**src/rtl/xcorr_scheduler.sv**
```systemverilog
// xcorr_scheduler: sequences one acquisition frame. It starts the mic capture,
// runs the shared cross-correlator over mic pairs 1..NPAIR, and streams the
// result frame to the UART sender. A frame is 0xA5, then one lag byte per pair,
// then an XOR checksum over every earlier byte.
// Optional feature macro: XCORR_SCHED_PEAK_TX_EN. When it is defined, each pair
// also sends its 16-bit peak magnitude, high byte first, after its lag byte.
module xcorr_scheduler #(
    parameter int NPAIR   = 6,
    parameter int W       = 16,
    parameter int TIMEOUT = 65535
) (
    input  logic         clk,
    input  logic         rst,
    input  logic         start,
    input  logic         abort,
    output logic         cap_start,
    input  logic         cap_done,
    output logic         xc_start,
    output logic [2:0]   xc_pair,
    input  logic         xc_done,
    input  logic [7:0]   xc_lag,
    input  logic [W-1:0] xc_peak,
    output logic [7:0]   tx_data,
    output logic         tx_valid,
    input  logic         tx_ready,
    output logic         busy,
    output logic         err
);

    typedef enum logic [2:0] {IDLE, CAPTURE, XC_RUN, XC_WAIT, TX, DONE} state_t;

`ifdef XCORR_SCHED_PEAK_TX_EN
    localparam int FLEN = 3 * NPAIR + 2;
`else
    localparam int FLEN = NPAIR + 2;
`endif
    localparam int              WCW       = $clog2(TIMEOUT + 1);
    localparam logic [WCW-1:0]  WAIT_LAST = WCW'(TIMEOUT - 1);
    localparam logic [4:0]      TX_LAST   = 5'(FLEN - 1);
    localparam logic [2:0]      PAIR_LAST = 3'(NPAIR);

    state_t         state, state_next;
    logic           expire;
    logic           cap_start_q;
    logic           abort_pend;
    logic           tx_fire;
    logic           wait_limit;
    logic [2:0]     pair;
    logic [4:0]     tx_idx;
    logic [7:0]     csum;
    logic [7:0]     tx_byte;
    logic [WCW-1:0] wait_cnt;
    logic [7:0]     lag_mem [8];
`ifdef XCORR_SCHED_PEAK_TX_EN
    logic [W-1:0]   peak_mem [8];
    logic [4:0]     body_idx;
    logic [2:0]     body_slot;
    logic [15:0]    body_peak;
`else
    logic           unused_peak;
    assign unused_peak = ^xc_peak;
`endif

    assign tx_fire    = (state == TX) && tx_ready;
    assign wait_limit = (wait_cnt == WAIT_LAST);

    // State register
    always_ff @(posedge clk) begin
        if (rst) state <= IDLE;
        else     state <= state_next;
    end

    // Next-state logic. expire marks the timeout transitions that set err.
    always_comb begin
        state_next = state;
        expire     = 1'b0;
        case (state)
            IDLE: if (start && !abort) state_next = CAPTURE;
            CAPTURE: begin
                if (abort)           state_next = IDLE;
                else if (cap_done)   state_next = XC_RUN;
                else if (wait_limit) begin state_next = IDLE; expire = 1'b1; end
            end
            XC_RUN: state_next = abort ? IDLE : XC_WAIT;
            XC_WAIT: begin
                if (abort)           state_next = IDLE;
                else if (xc_done)    state_next = (pair == PAIR_LAST) ? TX : XC_RUN;
                else if (wait_limit) begin state_next = IDLE; expire = 1'b1; end
            end
            TX: begin
                // An abort in TX is held back until the presented byte is taken.
                if (tx_ready) begin
                    if (abort || abort_pend)  state_next = IDLE;
                    else if (tx_idx == TX_LAST) state_next = DONE;
                end else if (wait_limit) begin
                    state_next = IDLE;
                    expire     = 1'b1;
                end
            end
            DONE:    state_next = IDLE;
            default: state_next = IDLE;
        endcase
    end

    // Output decode. tx_data is forced to zero whenever no byte is offered.
    always_comb begin
        cap_start = cap_start_q;
        xc_start  = (state == XC_RUN);
        xc_pair   = pair;
        busy      = (state != IDLE);
        tx_valid  = (state == TX);
        tx_data   = (state == TX) ? tx_byte : 8'h00;
    end

    // Select the frame byte for the current byte index.
    always_comb begin
        tx_byte = 8'hA5;
`ifdef XCORR_SCHED_PEAK_TX_EN
        body_idx  = tx_idx - 5'd1;
        body_slot = 3'(body_idx / 5'd3) + 3'd1;
        body_peak = 16'(peak_mem[body_slot]);
`endif
        if (tx_idx == TX_LAST) begin
            tx_byte = csum;
        end else if (tx_idx != 5'd0) begin
`ifdef XCORR_SCHED_PEAK_TX_EN
            case (body_idx % 5'd3)
                5'd0:    tx_byte = lag_mem[body_slot];
                5'd1:    tx_byte = body_peak[15:8];
                default: tx_byte = body_peak[7:0];
            endcase
`else
            tx_byte = lag_mem[tx_idx[2:0]];
`endif
        end
    end

    // Wait counter. It clears on every state change, and in TX it also clears on
    // each accepted byte, so the budget applies to each wait for tx_ready.
    always_ff @(posedge clk) begin
        if (rst) begin
            wait_cnt <= '0;
        end else if (state_next != state || tx_fire) begin
            wait_cnt <= '0;
        end else if (state == CAPTURE || state == XC_WAIT || (state == TX && !tx_ready)) begin
            wait_cnt <= wait_cnt + 1'b1;
        end
    end

    // Frame datapath: capture pulse, pair counter, result slots, TX index and checksum.
    always_ff @(posedge clk) begin
        if (rst) begin
            cap_start_q <= 1'b0;
            err         <= 1'b0;
            pair        <= '0;
            tx_idx      <= '0;
            csum        <= '0;
            abort_pend  <= 1'b0;
            for (int unsigned i = 0; i < 8; i++) begin
                lag_mem[i] <= '0;
`ifdef XCORR_SCHED_PEAK_TX_EN
                peak_mem[i] <= '0;
`endif
            end
        end else begin
            cap_start_q <= (state == IDLE) && start && !abort;

            if (state == IDLE && start && !abort) err <= 1'b0;
            else if (expire)                      err <= 1'b1;

            if (state == CAPTURE && cap_done && !abort) pair <= 3'd1;

            if (state == XC_WAIT && xc_done && !abort) begin
                lag_mem[pair] <= xc_lag;
`ifdef XCORR_SCHED_PEAK_TX_EN
                peak_mem[pair] <= xc_peak;
`endif
                if (pair != PAIR_LAST) pair <= pair + 3'd1;
            end

            if (state != TX) begin
                tx_idx     <= '0;
                csum       <= '0;
                abort_pend <= 1'b0;
            end else begin
                if (abort) abort_pend <= 1'b1;
                if (tx_ready) begin
                    tx_idx <= tx_idx + 5'd1;
                    csum   <= csum ^ tx_byte;
                end
            end
        end
    end

endmodule

```
**config.mk**
```make
export PLATFORM = sky130hd
export DESIGN_NAME = xcorr_scheduler
export DESIGN_NICKNAME = d
export VERILOG_FILES = /design/src/rtl/xcorr_scheduler.sv
export SDC_FILE = /design/constraint.sdc
export NUM_CORES = 1
export LEC_CHECK = 0
export ABC_AREA = 1
export CAP_MARGIN = 20
export CORE_MARGIN = 3
export CORE_UTILIZATION = 63
export DETAILED_ROUTE_END_ITERATION = 7
export PLACE_DENSITY = 0.86
export SYNTH_ARGS = -nofsm -noshare
export SYNTH_HDL_FRONTEND = slang
export SYNTH_SLANG_ARGS = --single-unit
```
**constraint.sdc**
```tcl
create_clock -name clk -period 3.2 [get_ports clk]
set_clock_uncertainty 0.15 [all_clocks]
set_input_delay 0.48 -clock clk [delete_from_list [all_inputs] [get_ports clk]]
set_output_delay 0.48 -clock clk [all_outputs]
set_load 0.03 [all_outputs]
```
==> flow_summary.yaml, run 1 <==
global_route:
  overflow: 0
  grt_pass1_vias: 4433
  grt_pass1_wl_um: 20100
  grt_max_degree: 33
  antenna_found_initial: 0
  track_usage: 0.258
power_and_ir_drop:
  power_density_mw_per_mm2: 401
  ir_worst_vdd_mv: 0.288
  power_leakage_nw: 2.49
route:
  first_pass_iters: 5
  routedWlPerCell_um: 14.6
  detail-route-antenna-nets: 0
  drt_iter0_drc: 318
  drc_errors: 0
  routed_via_density: 5.55
  vias: 4595
  wirelength_um: 12100
clock_network:
  cts_setup_buffers: 0
  cts_tree: "done"
  postCtsHoldBufs: 0
  clk_latency_ns: 0.37
  cts.sinks: 105
  clockRootBuffer: "clkbuf_8"
  cts.path.max_buffers: 2
  clkSlewWorstSetupHoldPaths_ns: 0.09
  h-tree-depth: 3
  cts_buffers: 9
  cts-resized-gates: 0
synthesis:
  synth-seq-cells: 105
  yosys.area_share.simple: 0.345
  synth_mux_area_frac: 0
  synth_top_family_by_area: "simple AND/OR/NAND/NOR gates"
  synth_xor_xnor_area_share: 0.0129
  synth_edf_count: 64
  synth_nets: 726
  async_reset_ff_frac: 0
  netlist_area_sq_mm: 0.00545
  synth_fa_ha_area_frac: 0.0138
  synth_ff_type: "edfxtp_1"
  yosysSeqAreaShare: 0.503
  yosys_warnings: 0
  synth-compound-area-share: 0.0413
  syn_avg_cell_area_sq_um: 7.91
  ys_types: 34
  syn-instance-count: 689
cells_and_area:
  drive_above_1_share: 0.0899
  final_nets: 755
  synthToLayoutAreaGrowth_pct: 10.4
  final_cell_mix: "nand2_1, nor2_1, inv_1"
  antenna_cells: 0
  final_common_cell: "nand2_1"
floorplan:
  pin_count: 47
  die_h_um: 99.0
  core-area_sq_mm: 0.00830
  rows: 33
  die_w_um: 99.0
  die-area_sq_mm: 0.00980
  initial_core_util: 0.657
worst_setup_path:
  path_max_fanout: 32
  start_kind: "flip-flop"
  crit_required_ns: 2.57
  path_class: "reg2out"
  ff2ff_setup_slack_ns: 0.82
  ff2ff_path_depth: 6
  cp_cell_sequence: "inv_1 > buf_4 > nand2_1 > nand3_1 > nand3_1 > nand3_1 > nand2_1 > nor2_1 > clkdlybuf4s50_1"
  crit_top_cell: "nand3_1"
  cp_data_arrival_time_ns: 2.38
  crit_path_max_incr_delay_ns: 0.69
  reg2reg_to: "lag_mem[5][1]"
  crit_path_end_kind: "primary output"
  crit_path_top_delay_cell: "clkdlybuf4s50_1"
  regToRegStartpoint: "state[1]"
timing:
  hold_viol: 0
  tns_ns: 0
  worst_pin_slew_ns: 0.538
  max_freq_ghz: 0.332
  finalSetupViolations: 0
  fin_crit_sh: 0.942
  rsz0062_at_grt: "no"
  fin_hold_ws_ns: 0.316
  relSlewSlack: 0.640
  min_period_ns: 3.01
  finalWorstSetupSlack_ns: 0.187
  slew_viol_final: 0
outcome:
  status: "finished clean"
run:
  max_cap_violations: 0
hold_path:
  hp-start: "abort_pend"
  min_to: "abort_pend"
  hold_class: "reg2reg"
  hold_depth: 2
placement:
  dp_slack_ns: 0.371
  dpl.hpwl_um: 8650
  portBuffers: 30
  gp_congestion: 0.928
[cell families (layout without fill, tap and decap cells)]
| logic type | Yosys count | in the layout |
|---|---|---|
| simple gates | 415 | 415 |
| buf+inv | 112 | 146 |
| flops | 105 | 105 |
| compound gates | 43 | 43 |
| xor+xnor | 8 | 8 |
| fa+ha+maj | 6 | 6 |
[how the worst max path moves through the flow]
stage                                to       from  cells after the start  slack [ns]
after floorplan              tx_data[1]  tx_idx[0]                      6        0.89
after global placement    lag_mem[5][1]      abort                      6        0.44
after detailed placement  lag_mem[7][6]      abort                      6        0.37
after CTS                    tx_data[7]  flip-flop                      9        0.21
after global routing         tx_data[2]  flip-flop                      9        0.05
final                        tx_data[7]  flip-flop                      9        0.19
[area by class of cell]
type / count / area (sq um)
repair buffers: 38 / 353
clock buffers: 9 / 124
inverters: 92 / 345
flip-flops and latches: 105 / 2740
clock inverters: 7 / 68.8
fillers: 599 / 2280
multi-input cells: 472 / 2250
well taps: 105 / 131
[registers in the layout, indices dropped and copies added (netlist names), named ones only]
name / cells
xc_pair: 3
wait_cnt: 16
abort_pend: 1
err: 1
lag_mem: 64
cap_start: 1
state: 3
tx_idx: 5
csum: 8
[critical path, delay by kind of cell (launching register included)]
kind / cells / cell delay [ns]
buffers and inverters: 3 / 1.05
AND/OR/NAND/NOR: 6 / 0.67
flip-flops: 1 / 0.32
[power by group]
part	switching (W)	total, W	internal [W]
Clock	0.000450	0.000809	0.000360
Combinational	0.0000924	0.000132	0.0000397
Sequential	0.0000113	0.00147	0.00146
Total	0.000553	0.00241	0.00186
[metal layers]
layer,wire [um],global-route usage,vias up
met5,0,0,-
met4,257,0.0903,0
met3,960,0.0552,33
met2,6130,0.442,182
met1,4780,0.323,2117
li1,-,-,2263
[synth_stat cells (all sizes together) (2+ instances only)]
master | n | share of area
nand2 | 182 | 0.13
nor2 | 123 | 0.092
inv | 91 | 0.063
nand3 | 78 | 0.076
edfxtp | 64 | 0.35
dfxtp | 41 | 0.15
a21oi | 29 | 0.027
nor3 | 20 | 0.032
buf | 14 | 0.016
o21ai | 10 | 0.0092
nand4 | 8 | 0.0092
clkbuf | 6 | 0.0041
ha | 6 | 0.014
xor2 | 6 | 0.0096
a31oi | 3 | 0.0034
or2 | 2 | 0.0023
xnor2 | 2 | 0.0032
[stage by stage]
| stage | cells | utilization | instance area (sq um) | total power (W) |
|---|---|---|---|---|
| final | 828 | 0.725 | 6020 | 0.00241 |
| after global placement | 812 | 0.701 | 5820 | 0.00162 |
| after detailed placement | 812 | 0.701 | 5820 | 0.00163 |
| after global routing | 828 | 0.725 | 6020 | 0.00248 |
| after floorplan | 689 | - | 5450 | 0.00158 |
| after CTS | 828 | 0.725 | 6010 | 0.00240 |
No activity file was read; power rests on OpenSTA's default activity.
==> run 2, diff against run 1 <==
--- a/config.mk
+++ b/config.mk
@@ -6,7 +6,6 @@
 export NUM_CORES = 1
 export LEC_CHECK = 0
 export ABC_AREA = 1
-export CAP_MARGIN = 20
 export CORE_MARGIN = 3
 export CORE_UTILIZATION = 63
 export DETAILED_ROUTE_END_ITERATION = 7
==> constraint.sdc (replaced) <==
create_clock -name clk -period 3.5 [get_ports clk]
set_clock_uncertainty 0.15 [all_clocks]
set_input_delay 0.525 -clock clk [delete_from_list [all_inputs] [get_ports clk]]
set_output_delay 0.525 -clock clk [all_outputs]
set_load 0.03 [all_outputs]
==> flow_summary.yaml, run 2 (synthesized netlist as in run 1, its figures left out) <==
outcome:
  status: "finished clean"
power_and_ir_drop:
  ir_worst_vdd_mv: 0.235
  p_int_w: 0.00170
  power_frac_seq: 0.605
  switching_share: 0.232
  power_density_mw_per_mm2: 365
  p_sw_w: 0.000515
  combPwrFrac: 0.054
  power_leakage_nw: 2.49
  power.share.clock: 0.342
clock_network:
  cts-resized-gates: 0
  cts_setup_buffers: 0
  h-tree-depth: 3
  clkSlewWorstSetupHoldPaths_ns: 0.10
  clk_latency_ns: 0.36
  cts.path.max_buffers: 2
  cts_tree: "done"
  clockRootBuffer: "clkbuf_8"
  cts.sinks: 105
  cts_buffers: 9
  postCtsHoldBufs: 0
cells_and_area:
  reg.largest.list: "lag_mem x64, wait_cnt x16, csum x8"
  synthToLayoutAreaGrowth_pct: 11.6
  drive_above_1_share: 0.0933
  final_common_cell: "nand2_1"
  regMostFlops: "lag_mem"
  largest_reg_flops: 64
  antenna_cells: 0
  final_nets: 761
  final_cell_mix: "nand2_1, nor2_1, inv_1"
global_route:
  antenna_found_initial: 0
  track_usage: 0.251
  grt_max_degree: 33
  overflow: 0
  grt_pass1_wl_um: 19600
  grt_pass1_vias: 4349
placement:
  gp_congestion: 0.919
  dpl.hpwl_um: 8430
  portBuffers: 30
timing:
  max_freq_ghz: 0.304
  fin_hold_ws_ns: 0.312
  min_period_ns: 3.29
  hold_viol: 0
  relSlewSlack: 0.644
  slew_viol_final: 0
  worst_pin_slew_ns: 0.533
  rsz0062_at_grt: "no"
  finalSetupViolations: 0
  tns_ns: 0
  fin_crit_sh: 0.940
worst_setup_path:
  crit_required_ns: 2.82
  start_kind: "flip-flop"
  regToRegStartpoint: "state[0]"
  path_class: "reg2out"
  crit_path_end_kind: "primary output"
  cp_data_arrival_time_ns: 2.61
  ff2ff_setup_slack_ns: 1.28
  ff2ff_path_depth: 5
  path_max_fanout: 17
route:
  vias: 4626
  routedWlPerCell_um: 14.2
  first_pass_iters: 6
  drc_errors: 0
  drt_iter0_drc: 356
  routed_via_density: 5.55
  detail-route-antenna-nets: 0
  wirelength_um: 11900
run:
  max_cap_violations: 0
hold_path:
  hold_class: "reg2reg"
  min_to: "abort_pend"
  hp-start: "abort_pend"
  hold_depth: 2
floorplan:
  pin_count: 47
  die_w_um: 99.0
  rows: 33
  initial_core_util: 0.657
  core-area_sq_mm: 0.00830
  die_h_um: 99.0
  die-area_sq_mm: 0.00980
run 2: cell count changes in the layout (fill, tap and decap cells not counted), sizes merged:
| cell | change |
|---|---|
| buf | +2 |
| clkinvlp | +1 |
| clkdlybuf4s50 | +5 |
| clkinv | -1 |
| dlymetal6s2s | -1 |
run 2: final cells by class:
cell class | instances | area, sq um
clock inverters | 7 | 80.1
inverters | 92 | 345
well taps | 105 | 131
flip-flops and latches | 105 | 2740
clock buffers | 9 | 124
repair buffers | 44 | 405
fillers | 602 | 2210
multi-input cells | 472 | 2260
run 2: power by group through the flow:
stage	clock network, W	registers (W)	logic (W)
after floorplan	0	0.00137	0.0000748
after global placement	0	0.00137	0.000114
after detailed placement	0	0.00137	0.000118
after CTS	0.000764	0.00134	0.000119
after global routing	0.000811	0.00135	0.000130
final	0.000758	0.00134	0.000119
run 2: stage by stage:
step                 util  total power (W)  area (sq um)  setup slack [ns]  std cells
finish              0.733          0.00222          6080             0.211        834
global route        0.733          0.00229          6080           0.00185        834
CTS                 0.733          0.00222          6080             0.103        834
detailed placement  0.708          0.00149          5880             0.518        818
global placement    0.708          0.00148          5880             0.598        818
floorplan               -          0.00144          5450              1.15        689
run 2: worst max-delay path by stage:
stage                    from    endpoint  slack (ns)
global placement    tx_idx[0]  tx_data[3]        0.60
global route        flip-flop  tx_data[1]       0.002
floorplan           tx_idx[0]  tx_data[1]        1.15
finish              flip-flop  tx_data[1]        0.21
CTS                 tx_idx[0]  tx_data[1]        0.10
detailed placement  tx_idx[0]  tx_data[1]        0.52
run 2: worst max-delay path, stage by stage (launching register included):
cell	delay, ns
dfxtp_1	0.32
inv_1	0.37
buf_4	0.30
nand2_1	0.07
nand2_1	0.07
nand2_1	0.05
nand3_1	0.09
nand3_1	0.11
a21oi_1	0.17
clkdlybuf4s50_1	0.70
run 2: metal layers:
metal,part of all wire,GRT usage
met1,0.40,0.316
met2,0.50,0.428
met3,0.064,0.0375
met4,0.035,0.114
met5,0,0
